### src/rtl/axis_step_gen.sv
// Single-axis STEP/DIR generator: runs one trapezoidal move from precomputed
// phase boundaries and step-period parameters, handshaking on start/finish.
//
// state | meaning
// IDLE  | waiting for start
// LOAD  | latch move parameters and direction
// RUN   | counting periods, emitting STEP pulses
// DRAIN | tt expired; let the in-flight STEP finish, then DONE
// ABORT | start dropped; let the in-flight STEP finish, then IDLE
// DONE  | finish high until start drops
module axis_step_gen #(
    parameter int PULSE_W = 2,
    parameter int TW      = 64,
    parameter int PW      = 32
) (
    input  logic          clk,
    input  logic          reset,
    input  logic          start,
    input  logic [TW-1:0] timing [0:3],
    input  logic [PW-1:0] steps,
    input  logic [PW-1:0] period_start,
    input  logic [PW-1:0] period_min,
    input  logic [PW-1:0] period_delta,
    input  logic          dir_in,
    output logic          step,
    output logic          dir,
    output logic          busy,
    output logic          finish,
    output logic          timeout
);

    localparam int CW = $clog2(PULSE_W + 1);
    localparam logic [PW-1:0] P_FLOOR = PW'(PULSE_W + 1);

    typedef enum logic [2:0] {
        S_IDLE, S_LOAD, S_RUN, S_DRAIN, S_ABORT, S_DONE
    } state_t;

    state_t state, state_nx;

    logic [TW-1:0] t1_r, t2_r, t3_r, tt_r, elapsed;
    logic [PW-1:0] steps_r, ps_r, pm_r, pd_r;
    logic [PW-1:0] per_r, pcnt, step_cnt, next_per;
    logic [CW-1:0] pw_cnt;

    logic pulse_end, pulse_free, steps_left, tmo_hit, fire, tmo_set;
    logic [PW-1:0] dec_p, inc_p;
    logic [PW:0]   inc_sum;

    // Periods shorter than PULSE_W+1 would merge consecutive STEP pulses.
    function automatic logic [PW-1:0] clamp_p(input logic [PW-1:0] p);
        return (p < P_FLOOR) ? P_FLOOR : p;
    endfunction

    assign pulse_end  = step && (pw_cnt == CW'(1));
    assign pulse_free = !step || pulse_end;
    assign steps_left = (step_cnt != steps_r);
    assign tmo_hit    = (elapsed >= tt_r);
    assign fire       = (state == S_RUN) && start && steps_left && !tmo_hit
                        && (pcnt == PW'(1));
    assign tmo_set    = (state == S_RUN) && start && steps_left && tmo_hit;

    always_comb begin
        dec_p   = (per_r > pd_r) ? (per_r - pd_r) : '0;
        dec_p   = (dec_p < pm_r) ? pm_r : dec_p;
        inc_sum = {1'b0, per_r} + {1'b0, pd_r};
        inc_p   = (inc_sum > {1'b0, ps_r}) ? ps_r : inc_sum[PW-1:0];
        if (elapsed < t1_r)
            next_per = clamp_p(dec_p);
        else if (elapsed >= t2_r && elapsed < t3_r)
            next_per = clamp_p(inc_p);
        else
            next_per = per_r;
    end

    always_ff @(posedge clk or negedge reset) begin
        if (!reset)
            state <= S_IDLE;
        else
            state <= state_nx;
    end

    always_comb begin
        state_nx = state;
        case (state)
            S_IDLE:  if (start) state_nx = S_LOAD;
            S_LOAD: begin
                if (!start)
                    state_nx = S_IDLE;
                else if (steps == '0)
                    state_nx = S_DONE;
                else
                    state_nx = S_RUN;
            end
            S_RUN: begin
                if (!start)
                    state_nx = pulse_free ? S_IDLE : S_ABORT;
                else if (!steps_left && pulse_free)
                    state_nx = S_DONE;
                else if (steps_left && tmo_hit)
                    state_nx = pulse_free ? S_DONE : S_DRAIN;
            end
            S_DRAIN: begin
                if (!start)
                    state_nx = pulse_free ? S_IDLE : S_ABORT;
                else if (pulse_free)
                    state_nx = S_DONE;
            end
            S_ABORT: if (pulse_free) state_nx = S_IDLE;
            S_DONE:  if (!start) state_nx = S_IDLE;
            default: state_nx = S_IDLE;
        endcase
    end

    always_ff @(posedge clk or negedge reset) begin
        if (!reset) begin
            t1_r     <= '0;
            t2_r     <= '0;
            t3_r     <= '0;
            tt_r     <= '0;
            steps_r  <= '0;
            ps_r     <= '0;
            pm_r     <= '0;
            pd_r     <= '0;
            per_r    <= '0;
            pcnt     <= '0;
            step_cnt <= '0;
            elapsed  <= '0;
            dir      <= 1'b0;
            timeout  <= 1'b0;
        end else if (state == S_LOAD) begin
            t1_r     <= timing[0];
            t2_r     <= timing[1];
            t3_r     <= timing[2];
            tt_r     <= timing[3];
            steps_r  <= steps;
            ps_r     <= clamp_p(period_start);
            pm_r     <= period_min;
            pd_r     <= period_delta;
            per_r    <= clamp_p(period_start);
            pcnt     <= clamp_p(period_start);
            step_cnt <= '0;
            elapsed  <= '0;
            dir      <= dir_in;
            timeout  <= 1'b0;
        end else if (state == S_RUN) begin
            if (elapsed != '1)
                elapsed <= elapsed + TW'(1);
            if (tmo_set)
                timeout <= 1'b1;
            if (fire) begin
                per_r    <= next_per;
                pcnt     <= next_per;
                step_cnt <= step_cnt + PW'(1);
            end else if (pcnt != '0) begin
                pcnt <= pcnt - PW'(1);
            end
        end
    end

    // The pulse timer runs independently of state so DRAIN/ABORT never cut a STEP short.
    always_ff @(posedge clk or negedge reset) begin
        if (!reset) begin
            step   <= 1'b0;
            pw_cnt <= '0;
        end else if (fire) begin
            step   <= 1'b1;
            pw_cnt <= CW'(PULSE_W);
        end else if (step) begin
            if (pw_cnt == CW'(1))
                step <= 1'b0;
            else
                pw_cnt <= pw_cnt - CW'(1);
        end
    end

    assign busy   = (state == S_LOAD) || (state == S_RUN) ||
                    (state == S_DRAIN) || (state == S_ABORT);
    assign finish = (state == S_DONE);

endmodule
### config.mk
export PLATFORM = sky130hd
export DESIGN_NAME = axis_step_gen
export DESIGN_NICKNAME = d
export VERILOG_FILES = /design/src/rtl/axis_step_gen.sv
export SDC_FILE = /design/constraint.sdc
export NUM_CORES = 2
export LEC_CHECK = 0
export CAP_MARGIN = 20
export CORE_UTILIZATION = 55
export CTS_CLUSTER_SIZE = 20
export DETAILED_ROUTE_END_ITERATION = 10
export HOLD_SLACK_MARGIN = 0.15
export PLACE_DENSITY = 0.78
export SYNTH_ARGS = -nofsm -noshare
export SYNTH_HDL_FRONTEND = slang
export SYNTH_SLANG_ARGS = --single-unit
### constraint.sdc
create_clock -name clk -period 8.5 [get_ports clk]
set_input_delay 1.275 -clock clk [delete_from_list [all_inputs] [get_ports clk]]
set_output_delay 1.275 -clock clk [all_outputs]
set_load 0.05 [all_outputs]
==> results.toml <==
[run_status]
status = "finished, final reports clean"

[power_and_ir_drop]
p_int_mw = 9.625
clock_power_share_pct = 14.1
power_switching_mw = 10.22
cellLeakagePower_nw = 20.00
sw_share_pct = 51.51
seqPwrFrac_pct = 22.0
power.share.combinational_pct = 63.8
power_density_over_the_cells_nw_per_um2 = 459.6
vdd.ir_drop.worst_mv = 0.5731

[clock_tree]
cts_resized = 0
cts.sink_count = 552
clock_insertion_delay_worst_skew_ns = 0.68
clock_path_buffers = 3
cts.reportedPaths.clkPinSlew_ns = 0.06
clockRootBuffer = "sky130_fd_sc_hd__clkbuf_16"
holdBufCountCts = 0
ctsHtreeMaxLevel = 2
numCtsBuffers = 61
post-cts-setup-buffer-count = 0
cts_tree = "done"

[synthesis]
ys_types = 95
netlist_instances = 4295
synth_seq_area_share_pct = 37.90
synth-edff-count = 0
number_of_synthesis_warnings = 0
synth.top_cell.area_share_pct = 37.90
syn_area_per_cell_um2 = 8.487
synth.net_count = 5073
synthesis.area_um2 = 36450
postSynth.asyncResetShare_pct = 100.0
netlist_top_cells_area = "sky130_fd_sc_hd__dfrtp_1 (38%), sky130_fd_sc_hd__ha_1 (13%), sky130_fd_sc_hd__nand2_1 (6.5%), sky130_fd_sc_hd__o21ai_0 (6.5%), sky130_fd_sc_hd__inv_1 (4.2%)"
synth_top_flop_cell = "sky130_fd_sc_hd__dfrtp_1"
synth.ff_latch_count = 552
yosysTopAreaCell = "sky130_fd_sc_hd__dfrtp_1"

[placed_design]
placedInstanceArea_um2 = 41050
place_congestion = 1.054
hpwl_mm = 91.72
buffer_ports.inserted = 392

[min_path]
worstHoldPathCells = 2
worst_hold_class = "reg -> reg"
worstHoldStart = "t1_r[0]$_DFFE_PN0P_"
timing.hold.worst_endpoint = "t1_r[0]$_DFFE_PN0P_"

[timing]
timing.final.crit_period_ns = 6.864
timing_worst_slew_pin_value_ns = 1.089
rsz0062_at_grt = "no"
layout_worst_path_cycle_share_pct = 80.76
finClkSkew_ns = 0.06006
relative_slew_slack_pct = 26.61
final_number_of_max_transition_violations = 0
final_hold_viol_count = 0
setup-tns-final_ns = 0
finalSetupViolations = 0
max_freq_ghz = 0.1457

[detailed_routing]
drcViolationCount = 0
dr.first_iter.drc_count = 3379
vias_per_cell = 6.012
totalWireLength_mm = 120.4
ant_nets = 0
routed_wire_length_per_instance_um = 21.80
route.vias.total = 33200
first_pass_iters = 6

[global_route]
grt.met1_usage_pct = 50.23
grt-ovfl-total = 0
antenna_found_initial = 7
grt_first_pass_wirelength_mm = 185.5
top_usage_layer = "met2"
grt_start_max_net_pins = 267
gr-usage-met3_pct = 7.957
gr-usage-all-layers_pct = 35.57
use_met2_pct = 53.13
first_global_vias = 32200

[final_layout]
final_area_um2 = 43190
nNetsFinal = 5380
synthToLayoutAreaGrowth_pct = 18.49
final_common_cell = "sky130_fd_sc_hd__nand2_1"
final_cell_mix = "sky130_fd_sc_hd__nand2_1 (635), sky130_fd_sc_hd__dfrtp_1 (552), sky130_fd_sc_hd__o21ai_0 (475)"
layout-drive-gt1-share_pct = 4.620

[setup_path]
critPathMaxFanout = 52
crit_path_launch_type = "flip-flop"
worstRegToRegCells = 19
cp-end-kind = "flip-flop"
path_class = "reg -> reg"
reg2reg_to = "pcnt[21]$_DFFE_PN0P_"
reg2reg_setup_slack_ns = 1.64
cp_data_arrival_time_ns = 7.36
cp.required_ns = 9.00
timing.rr.start = "per_r[10]$_DFFE_PN0P_"

[floorplan]
num_io_pins = 393
floorplan.core_area_um2 = 65630
die_area_um2 = 67310
die_height_um = 259.4
core.rowCount = 94
floorplan.initialDensity_pct = 55.54
die_w_um = 259.4

[job]
max_cap_viol = 0
-- through the flow --
step / cells / total power [mW] / setup WS [ns] / utilization [%] / hold slack (ns)
after detailed placement: 5403 / 16.56 / 1.896 / 62.55 / 0.4637
after global routing: 5519 / 21.23 / 1.185 / 65.80 / 0.5146
after global placement: 5403 / 16.45 / 2.011 / 62.55 / 0.4631
after CTS: 5518 / 19.47 / 1.904 / 65.79 / 0.4790
after floorplan: 4295 / 12.82 / 3.459 / - / 0.4467
final: 5522 / 19.85 / 1.636 / 65.81 / 0.4796
-- worst max-delay path by stage --
stage,startpoint,to,slack (ns),cells after the start
after floorplan,per_r[0]$_DFFE_PN0P_,pcnt[21]$_DFFE_PN0P_,3.46,25
after global placement,per_r[5]$_DFFE_PN0P_,pcnt[21]$_DFFE_PN0P_,2.01,19
after detailed placement,per_r[10]$_DFFE_PN0P_,pcnt[21]$_DFFE_PN0P_,1.90,19
after CTS,per_r[10]$_DFFE_PN0P_,pcnt[21]$_DFFE_PN0P_,1.90,19
after global routing,pd_r[10]$_DFFE_PN0P_,pcnt[21]$_DFFE_PN0P_,1.18,20
final,per_r[10]$_DFFE_PN0P_,pcnt[21]$_DFFE_PN0P_,1.64,19
-- power groups by stage --
stage	Sequential [mW]	Clock [mW]	Combinational, mW
global route	4.47	2.92	13.8
finish	4.37	2.80	12.7
CTS	4.34	2.83	12.3
floorplan	4.16	0	8.66
global placement	4.34	0	12.1
detailed placement	4.38	0	12.2
-- cell type report --
class                           count  area (µm²)
Clock buffer                       85        1777
Sequential cell                   552       13810
Antenna cell                        4       10.01
Inverter                          413        1550
Timing Repair Buffer              422        4204
Multi-Input combinational cell   3152       20400
Clock inverter                     30       350.3
Tap cell                          864        1081
Fill cell                        5492       22440
-- Yosys cell counts, drive strengths merged (11+ instances only) --
library cell,number
buf,47
a21o,77
nor2,309
mux2i,38
clkbuf,131
ha,388
o211ai,33
or2,13
o21ai,479
nor2b,29
or3,30
xor2,70
inv,412
nor4,60
nand4,102
a211oi,50
and4,20
o21a,36
nand2,636
o21bai,11
mux2,26
o22ai,18
xnor2,92
a21oi,208
dfrtp,552
nor3,53
and2,17
nand3,99
nand2b,21
a2111oi,14
and3,26
a31oi,28
o31ai,18
-- cells by family after synthesis --
logic type / Yosys count / synth area share (%)
flip-flops: 552 / 37.90
XOR/XNOR: 162 / 3.893
AND/OR/NAND/NOR: 1443 / 18.21
AO/OA/AOI/OAI: 1093 / 18.48
buffers and inverters: 591 / 6.244
adder cells (fa/ha/maj): 390 / 13.43
multiplexers: 64 / 1.847
-- per-layer routing --
metal	routed length [µm]	vias up
li1	-	15630
met1	51960	15840
met2	51770	1453
met3	11710	259
met4	4842	8
met5	64	-
-- flip-flops by register name, indices dropped and copies added (netlist names), 32 cells and up --
name	count
tt_r	64
step_cnt	32
t3_r	64
t1_r	64
per_r	32
t2_r	64
ps_r	32
elapsed	64
pd_r	32
pcnt	32
pm_r	32
steps_r	32
-- worst max-delay path: stages (launching register included) --
cell and delay, ns:
sky130_fd_sc_hd__dfrtp_1 0.45, sky130_fd_sc_hd__ha_1 0.64, sky130_fd_sc_hd__and4_1 0.35, sky130_fd_sc_hd__nand4_1 0.21, sky130_fd_sc_hd__a2111oi_4 0.71, sky130_fd_sc_hd__nor3_4 0.12
sky130_fd_sc_hd__o21bai_1 0.24, sky130_fd_sc_hd__mux2_2 0.36, sky130_fd_sc_hd__nor4_1 0.44, sky130_fd_sc_hd__ha_1 0.21, sky130_fd_sc_hd__nand3_1 0.11, sky130_fd_sc_hd__nor3_1 0.35
sky130_fd_sc_hd__nand4_1 0.20, sky130_fd_sc_hd__o31ai_4 0.45, sky130_fd_sc_hd__buf_4 0.51, sky130_fd_sc_hd__nor2_1 0.08, sky130_fd_sc_hd__a211oi_1 0.60, sky130_fd_sc_hd__a311oi_1 0.17
sky130_fd_sc_hd__a2111oi_0 0.40, sky130_fd_sc_hd__nor2_1 0.09
(Power assumes the default switching activity.)
